--- config.mk ---
export PLATFORM = sky130hd
export DESIGN_NAME = shift_reg_bank
export DESIGN_NICKNAME = d
export VERILOG_FILES = /design/src/rtl/upscaler_pkg.sv /design/src/rtl/shift_stage.sv /design/src/rtl/shift_reg_bank.sv
export SDC_FILE = /design/constraint.sdc
export NUM_CORES = 1
export LEC_CHECK = 0
export CORE_MARGIN = 4
export CORE_UTILIZATION = 35
export DETAILED_ROUTE_END_ITERATION = 10
export HOLD_SLACK_MARGIN = 0.15
export PLACE_DENSITY = 0.76
export SLEW_MARGIN = 20
export SYNTH_ARGS = -nofsm -noshare
export SYNTH_HDL_FRONTEND = slang
export SYNTH_HIERARCHICAL = 1
export SYNTH_SLANG_ARGS = --single-unit
--- constraint.sdc ---
create_clock -name clk -period 2.75 [get_ports clk]
set_input_delay 0.55 -clock clk [delete_from_list [all_inputs] [get_ports clk]]
set_output_delay 0.55 -clock clk [all_outputs]
set_load 0.02 [all_outputs]
--- src/rtl/upscaler_pkg.sv ---
//------------------------------------------------------------------------------
// upscaler_pkg : shared constants and types for the upscaler line datapath
// Revision     : 1.0 - initial release
//------------------------------------------------------------------------------
`default_nettype none

package upscaler_pkg;

  typedef enum logic [1:0] {
    MODE_SHIFT   = 2'b00,
    MODE_ROTATE  = 2'b01,
    MODE_HOLD    = 2'b10,
    MODE_REVERSE = 2'b11
  } mode_e;

  // True for the modes that push a new word in and therefore grow the fill count
  function automatic logic mode_fills(input logic [1:0] m);
    return (m == MODE_SHIFT) || (m == MODE_REVERSE);
  endfunction

endpackage

`default_nettype wire

--- src/rtl/shift_stage.sv ---
//------------------------------------------------------------------------------
// shift_stage : one multi-channel register stage with its next-value selector
// Revision    : 1.0 - initial release
//------------------------------------------------------------------------------
`default_nettype none

module shift_stage
  import upscaler_pkg::*;
#(
  parameter int WIDTH = 24
) (
  input  logic             clk,
  input  logic             rst_n,
  input  logic             clr,
  input  logic             load,
  input  logic             en,
  input  logic [1:0]       mode,
  input  logic [WIDTH-1:0] from_prev,
  input  logic [WIDTH-1:0] from_next,
  input  logic [WIDTH-1:0] load_val,
  output logic [WIDTH-1:0] q
);

  logic [WIDTH-1:0] r_q;
  logic [WIDTH-1:0] w_d;

  always_comb begin
    w_d = r_q;
    if (clr) begin
      w_d = '0;
    end else if (load) begin
      w_d = load_val;
    end else if (en) begin
      case (mode)
        MODE_SHIFT,
        MODE_ROTATE:  w_d = from_prev;
        MODE_REVERSE: w_d = from_next;
        default:      w_d = r_q;
      endcase
    end
  end

  always_ff @(posedge clk or negedge rst_n) begin
    if (!rst_n) begin
      r_q <= '0;
    end else begin
      r_q <= w_d;
    end
  end

  assign q = r_q;

endmodule

`default_nettype wire

--- src/rtl/shift_reg_bank.sv ---
//------------------------------------------------------------------------------
// shift_reg_bank : DEPTH-stage multi-channel shift/rotate/reverse register bank
// Revision       : 1.0 - initial release
//------------------------------------------------------------------------------
`default_nettype none

module shift_reg_bank
  import upscaler_pkg::*;
#(
  parameter int DATA_W   = 8,
  parameter int CHANNELS = 3,
  parameter int DEPTH    = 4
) (
  input  logic                               clk,
  input  logic                               rst_n,
  input  logic                               en,
  input  logic                               clr,
  input  logic                               load,
  input  logic [1:0]                         mode,
  input  logic [CHANNELS*DATA_W-1:0]         din,
  input  logic [DEPTH*CHANNELS*DATA_W-1:0]   load_data,
  output logic [DEPTH*CHANNELS*DATA_W-1:0]   taps,
  output logic [CHANNELS*DATA_W-1:0]         dout,
  output logic [$clog2(DEPTH+1)-1:0]         fill_cnt,
  output logic                               full
);

  localparam int c_WORD_W = CHANNELS * DATA_W;
  localparam int c_CNT_W  = $clog2(DEPTH + 1);
  localparam logic [c_CNT_W-1:0] c_CNT_MAX = c_CNT_W'(DEPTH);

  logic [c_WORD_W-1:0] w_q [DEPTH];

  generate
    for (genvar k = 0; k < DEPTH; k++) begin : g_stage
      logic [c_WORD_W-1:0] w_from_prev;
      logic [c_WORD_W-1:0] w_from_next;

      // Stage 0 is fed by din when shifting and by the last stage when rotating
      if (k == 0) begin : g_head
        assign w_from_prev = (mode == MODE_ROTATE) ? w_q[DEPTH-1] : din;
      end else begin : g_body_prev
        assign w_from_prev = w_q[k-1];
      end

      if (k == DEPTH - 1) begin : g_tail
        assign w_from_next = din;
      end else begin : g_body_next
        assign w_from_next = w_q[k+1];
      end

      shift_stage #(
        .WIDTH (c_WORD_W)
      ) u_stage (
        .clk       (clk),
        .rst_n     (rst_n),
        .clr       (clr),
        .load      (load),
        .en        (en),
        .mode      (mode),
        .from_prev (w_from_prev),
        .from_next (w_from_next),
        .load_val  (load_data[k*c_WORD_W +: c_WORD_W]),
        .q         (w_q[k])
      );

      assign taps[k*c_WORD_W +: c_WORD_W] = w_q[k];
    end
  endgenerate

  assign dout = w_q[DEPTH-1];

  logic [c_CNT_W-1:0] r_fill_cnt;
  logic               r_full;
  logic [c_CNT_W-1:0] w_cnt_nxt;

  always_comb begin
    w_cnt_nxt = r_fill_cnt;
    if (clr) begin
      w_cnt_nxt = '0;
    end else if (load) begin
      w_cnt_nxt = c_CNT_MAX;
    end else if (en && mode_fills(mode) && (r_fill_cnt != c_CNT_MAX)) begin
      w_cnt_nxt = r_fill_cnt + 1'b1;
    end
  end

  // full is registered from the next count so it stays a pure flop output
  always_ff @(posedge clk or negedge rst_n) begin
    if (!rst_n) begin
      r_fill_cnt <= '0;
      r_full     <= 1'b0;
    end else begin
      r_fill_cnt <= w_cnt_nxt;
      r_full     <= (w_cnt_nxt == c_CNT_MAX);
    end
  end

  assign fill_cnt = r_fill_cnt;
  assign full     = r_full;

endmodule

`default_nettype wire

==> metrics, run 1 <==
distinct cell type count after synthesis=26; Max-Cap Viols=0; # hold bufs at CTS=0; final worst-path cycle share=77.5%; Initial Utilization=a little over a third; fill cell count=1705; setup_tns=0 ns; # nets final=~1100; Clock Latency Late Sink=0.35 ns; clk sinks=100; Placer Congestion=about 0.94; CP Max Fanout=15; row cnt=50; VDD IR-drop max=308 uV; Syn. warnings=6; share of cells above drive strength 1=8.19%; Final Max Tran Viols=0; status=completed; Post-Route Utilization=50.9%; Overflow after GRT=0; H-tree levels=3; area share of the largest cell type after synthesis=36.6%; die height=148 um; leakage power=~0.0047 uW; synth top area cells=dfrtp_1 37%, a32o_1 14%, a211o_1 12%; vias in the first global route=6688; die width=~150 um; CTS buffer count=9; final WL=26.8 mm; clk_skew=0.00661 ns; DRC=0; worst r2r src=fill_cnt[0]; DRT iter0 DRCs=about 860; biggest area consumer among synthesized cells=dfrtp_1; WP data required=3.04 ns; root buf cell=clkbuf_16; worst slew pin tran=0.901 ns; Max clock buf depth=2; syn_nets=approximately 870; register bit count reported by yosys=100; Core Area=19000 um2; DP HPWL=between 15 and 20 mm; Via Count=7012; Power Dens Cells=470 nW/um2; CTS tree=done; Final Hold Fails=0; routed len/inst=22.5 um; initial antenna violation count=3; largest net degree at the start of global routing=70; Max Freq=469 MHz; WS Path Type=in2reg; post-cts resize count=0; Avg Vias per Cell=5.89; Overall Global Routing Usage=a little under a quarter; Die ar.=21900 um2; unrepaired setup endpoints after global routing=false; Port Buf Inserts=250; Reg clk slew, reported paths=around 0.07 ns; sequential fraction of the synthesis area=36.6%; Tmin final=2.13 ns; Post-Synthesis Cell Area=6850 um2; setup violators final=0; Antenna Nets Post-Route=0; number of detailed-route iterations in the first pass=5; I/O pins=251; worst hold path class=in2async; mean post-synth cell area=9.23 um2; Total Power=4530 uW; worst hold slack=0.142 ns; slew margin rel.=39.9%; first-pass GRT wire length=39.8 mm; post-CTS setup buffer count=0; CP arrival=2.42 ns; Critical Path Source Type=input port; layout overhead on the synthesized area=40.9%; Syn Inst Count=around 740; Critical Path Sink Type=register; CP startpoint=en
==> metal layers <==
metal	vias up	share of wire (%)	global-route usage, %
met5	-	0	0
met2	390	44	34.0
met3	80	8.2	4.11
met1	3376	42	32.2
met4	0	4.9	12.4
li1	3166	-	-
==> cells by family (layout without fill, tap and decap cells) <==
| kind of cell | after synthesis | in the layout | share of synthesized area, % |
|---|---|---|---|
| AOI/OAI and AO/OA | 304 | 304 | 35.4 |
| adders and majority gates | 3 | 3 | 0.548 |
| buffers and inverters | 198 | 384 | 13.3 |
| DFF | 100 | 100 | 36.6 |
| muxes | 24 | 24 | 3.95 |
| other | 0 | 3 | 0 |
| and+or+nand+nor | 113 | 113 | 10.3 |
==> power breakdown <==
| group | internal (uW) | total [uW] | switching [uW] |
|---|---|---|---|
| clock network | 841 | 1400 | 558 |
| registers | 1590 | 1740 | 159 |
| logic | 685 | 1390 | 701 |
==> path summary, 6_finish.rpt <==
kind / end / slack, ns / depth (start not counted)
max: g_stage[2].u_stage/q[1] / 0.62 / 4
min in group clk: g_stage[0].u_stage/q[2] / 0.52 / 1
max in group asynchronous: g_stage[1].u_stage/q[19] / 1.92 / 2
max reg2reg: fill_cnt[0] / 1.29 / 5
min: g_stage[0].u_stage/q[4] / 0.14 / 1
min reg2reg: g_stage[0].u_stage/q[2] / 0.52 / 1
==> registers in the layout, summed over array words and instances, names as in the netlist <==
| name | flops |
|---|---|
| g_stage.u_stage/q | 96 |
| full | 1 |
| fill_cnt | 3 |
==> Yosys cell counts <==
master	instances
a211o_1	96
a211oi_2	5
a21o_1	4
a21oi_1	98
a311oi_1	2
a32o_1	96
and2_1	1
and3_1	96
and3_2	1
buf_2	29
buf_4	34
clkbuf_1	36
dfrtp_1	100
ha_1	3
inv_1	99
mux2_2	24
nand2_1	1
nand2_2	5
nand2b_1	4
nand4_1	1
nor3b_1	1
nor4_1	1
o21ai_0	2
o31a_1	1
or2_2	1
or3_1	1
==> per-stage QoR <==
stage	std cells	cell area [um2]	worst slack (ns)
3_3_place_gp	1173	9310	0.346
6_report	1191	9640	0.618
2_1_floorplan	742	6850	0.804
3_5_place_dp	1173	9310	0.301
5_1_grt	1191	9640	0.547
4_1_cts	1188	9640	0.655
==> cell usage in the layout (no fill, tap or decap), types with 2 or more instances in the layout <==
| cell type | netlist | final |
|---|---|---|
| diode_2 | 0 | 3 |
| and3_1 | 96 | 96 |
| o21ai_0 | 2 | 2 |
| a311oi_1 | 2 | 2 |
| buf_2 | 29 | 2 |
| nand2_2 | 5 | 5 |
| bufinv_16 | 0 | 2 |
| dfrtp_1 | 100 | 100 |
| ha_1 | 3 | 3 |
| mux2_2 | 24 | 24 |
| a21oi_1 | 98 | 98 |
| a21o_1 | 4 | 4 |
| nand2b_1 | 4 | 4 |
| a211o_1 | 96 | 96 |
| inv_1 | 99 | 99 |
| buf_12 | 0 | 3 |
| clkbuf_16 | 0 | 9 |
| a32o_1 | 96 | 96 |
| clkdlybuf4s50_1 | 0 | 245 |
| clkbuf_8 | 0 | 2 |
| buf_4 | 34 | 19 |
| a211oi_2 | 5 | 5 |
==> critical path, stage by stage <==
cell and delay [ns]:
clkdlybuf4s50_1 0.62, a211oi_2 0.73, buf_4 0.35, a32o_1 0.16
==> final cells by class <==
cell class / count / area (um2) / share of cell area (%)
tap: 260 / 325 / 3.37
clock inverter: 4 / 72.6 / 0.752
antenna: 3 / 7.51 / 0.0778
timing repair buffer: 270 / 2680 / 27.8
clock buffer: 11 / 253 / 2.62
sequential: 100 / 2500 / 25.9
inverter: 99 / 372 / 3.85
multi-input combinational: 444 / 3440 / 35.6
Power figures use the tool's default switching activity.
==> run 2, diff against run 1 <==
PLACE_DENSITY = 0.79   (was 0.76)
clock period = 1.7 ns   (was 2.75 ns; I/O delays follow)
==> run 2 against run 1 <==
Sequential share of layout area is 0.52 points lower. Critical endpoint is now full. Routed wire length is 4.3% higher. Sequential cell count stayed put. Critical path type is now reg2out. Register-to-register slack worse by 1.0 ns. Die area stayed put. Setup slack worse by 0.52 ns. Largest cell class unchanged.
==> metrics, run 2 (same netlist as run 1, synthesis figures left out) <==
Power Dens Cells=712 nW/um2; final WL=around 28 mm; CP Max Fanout=1; VDD IR-drop max=414 uV; Max-Cap Viols=0; die width=148 um; buffers and inverters on the worst path=1; Die ar.=21900 um2; setup violators final=0; vias in the first global route=7006; Crit-path slowest cell=clkdlybuf4s50_1; leakage power=0.00533 uW; clk sinks=100; met2 routed WL=12.4 mm; worst r2r src=fill_cnt[0]; share of cells above drive strength 1=11.3%; CP Cell Sequence=clkdlybuf4s50_1; register area=2500 um2; Tmin final=approximately 1.6 ns; RR Endpoint=fill_cnt[0]; die height=~150 um; clk_skew=roughly 0.0047 ns; worst hold path class=in2reg; Via Count=7200; Initial Utilization=36.1%; Final Max Tran Viols=0; Final Hold Fails=0; Avg Vias per Cell=just under 6; Critical Path Sink Type=output port; routed len/inst=22.8 um; status=completed; slew margin rel.=between 50% and 60%; FF-to-FF setup slack=0.25 ns; Worst R2R Path Depth=5; worst slew pin tran=0.635 ns; DP HPWL=21.1 mm; Reg clk slew, reported paths=0.07 ns; Placer Congestion=0.984; Antenna Nets Post-Route=0; root buf cell=clkbuf_16; CP startpoint=full; CTS buffer count=9; met1 wire length=~12 mm; Total Power=7010 uW; H-tree levels=3; Worst path depth=1; Overflow after GRT=0; row cnt=50; WP data required=1.36 ns; DRC=0; initial antenna violation count=2; Max clock buf depth=2; max reg flops=96; Top delay family on crit path=buffers and inverters; met3 WL post-DR=2.55 mm; crit path to=full; DRT iter0 DRCs=approximately 880; I/O pins=251; CTS tree=done; Critical Path Source Type=register; Port Buf Inserts=250; worst hold slack=0.511 ns; CP peak stage delay=0.60 ns; fill cell count=1750; commonest non-fill, non-tap cells in the layout=123 x dlygate4sd2_1, 122 x clkdlybuf4s50_1, 100 x dfrtp_1; layout overhead on the synthesized area=43.8%; commonest non-fill, non-tap cell in the layout=dlygate4sd2_1; first-pass GRT wire length=42.2 mm; Multi-input gate area=about 3400 um2; Clock Latency Late Sink=0.35 ns; largest net degree at the start of global routing=101; CP arrival=1.27 ns; Overall Global Routing Usage=24.7%; Max Freq=622 MHz; # nets final=1090; WS Path Type=reg2out; unrepaired setup endpoints after global routing=false; final worst-path cycle share=between 90% and 100%; DR top layer=met4; number of detailed-route iterations in the first pass=7; Core Area=19000 um2
==> run 2: report_power, final <==
part / internal, uW / total, uW / switching, uW
registers: 2560 / 2840 / 271
clock network: 1110 / 2000 / 886
logic: 1030 / 2180 / 1140
total: 4710 / 7010 / 2300
==> run 2: worst min-delay path by stage <==
stage / to / slack [ns] / depth (start not counted) / startpoint
3_5_place_dp: g_stage[3].u_stage/q[6] / 0.45 / 2 / rst_n
4_1_cts: full / 0.51 / 2 / load
2_1_floorplan: fill_cnt[0] / 0.04 / 0 / rst_n
6_report: full / 0.51 / 2 / load
3_3_place_gp: g_stage[3].u_stage/q[6] / 0.46 / 2 / rst_n
5_1_grt: full / 0.54 / 2 / load
==> run 2: what timing repair did <==
action                                 in CTS  in global routing
gates resized for setup                   123                  0
setup buffers                               0                  0
setup endpoints to repair                 123                  0
hold buffers                                1                  0
endpoints found under the hold margin     100                  0
==> run 2: cell type report <==
class | count | area share [%]
clock inverter | 1 | 0.0508
multi-input combinational | 444 | 34.9
clock buffer | 15 | 2.82
timing repair buffer | 306 | 29.7
sequential | 100 | 25.4
inverter | 99 | 3.78
tap | 260 | 3.30
antenna | 2 | 0.0508
==> run 2: per-stage QoR <==
| step | area (um2) | setup TNS, ns | utilization [%] | cells | setup slack (ns) |
|---|---|---|---|---|---|
| after floorplan | 6860 | 0 | - | 742 | 0.0131 |
| after global placement | 9700 | -5.31 | 51.2 | 1208 | -0.141 |
| after detailed placement | 9700 | -6.12 | 51.2 | 1208 | -0.171 |
| after CTS | 9840 | 0 | 51.9 | 1225 | 0.0803 |
| after global routing | 9840 | 0 | 51.9 | 1227 | 0.0381 |
| final | 9840 | 0 | 51.9 | 1227 | 0.0935 |
==> run 2: metal layers <==
metal | vias up | track usage (%)
met1 | 3489 | 34.3
met2 | 423 | 37.0
met5 | - | 0
li1 | 3225 | -
met4 | 0 | 10.7
met3 | 63 | 5.70
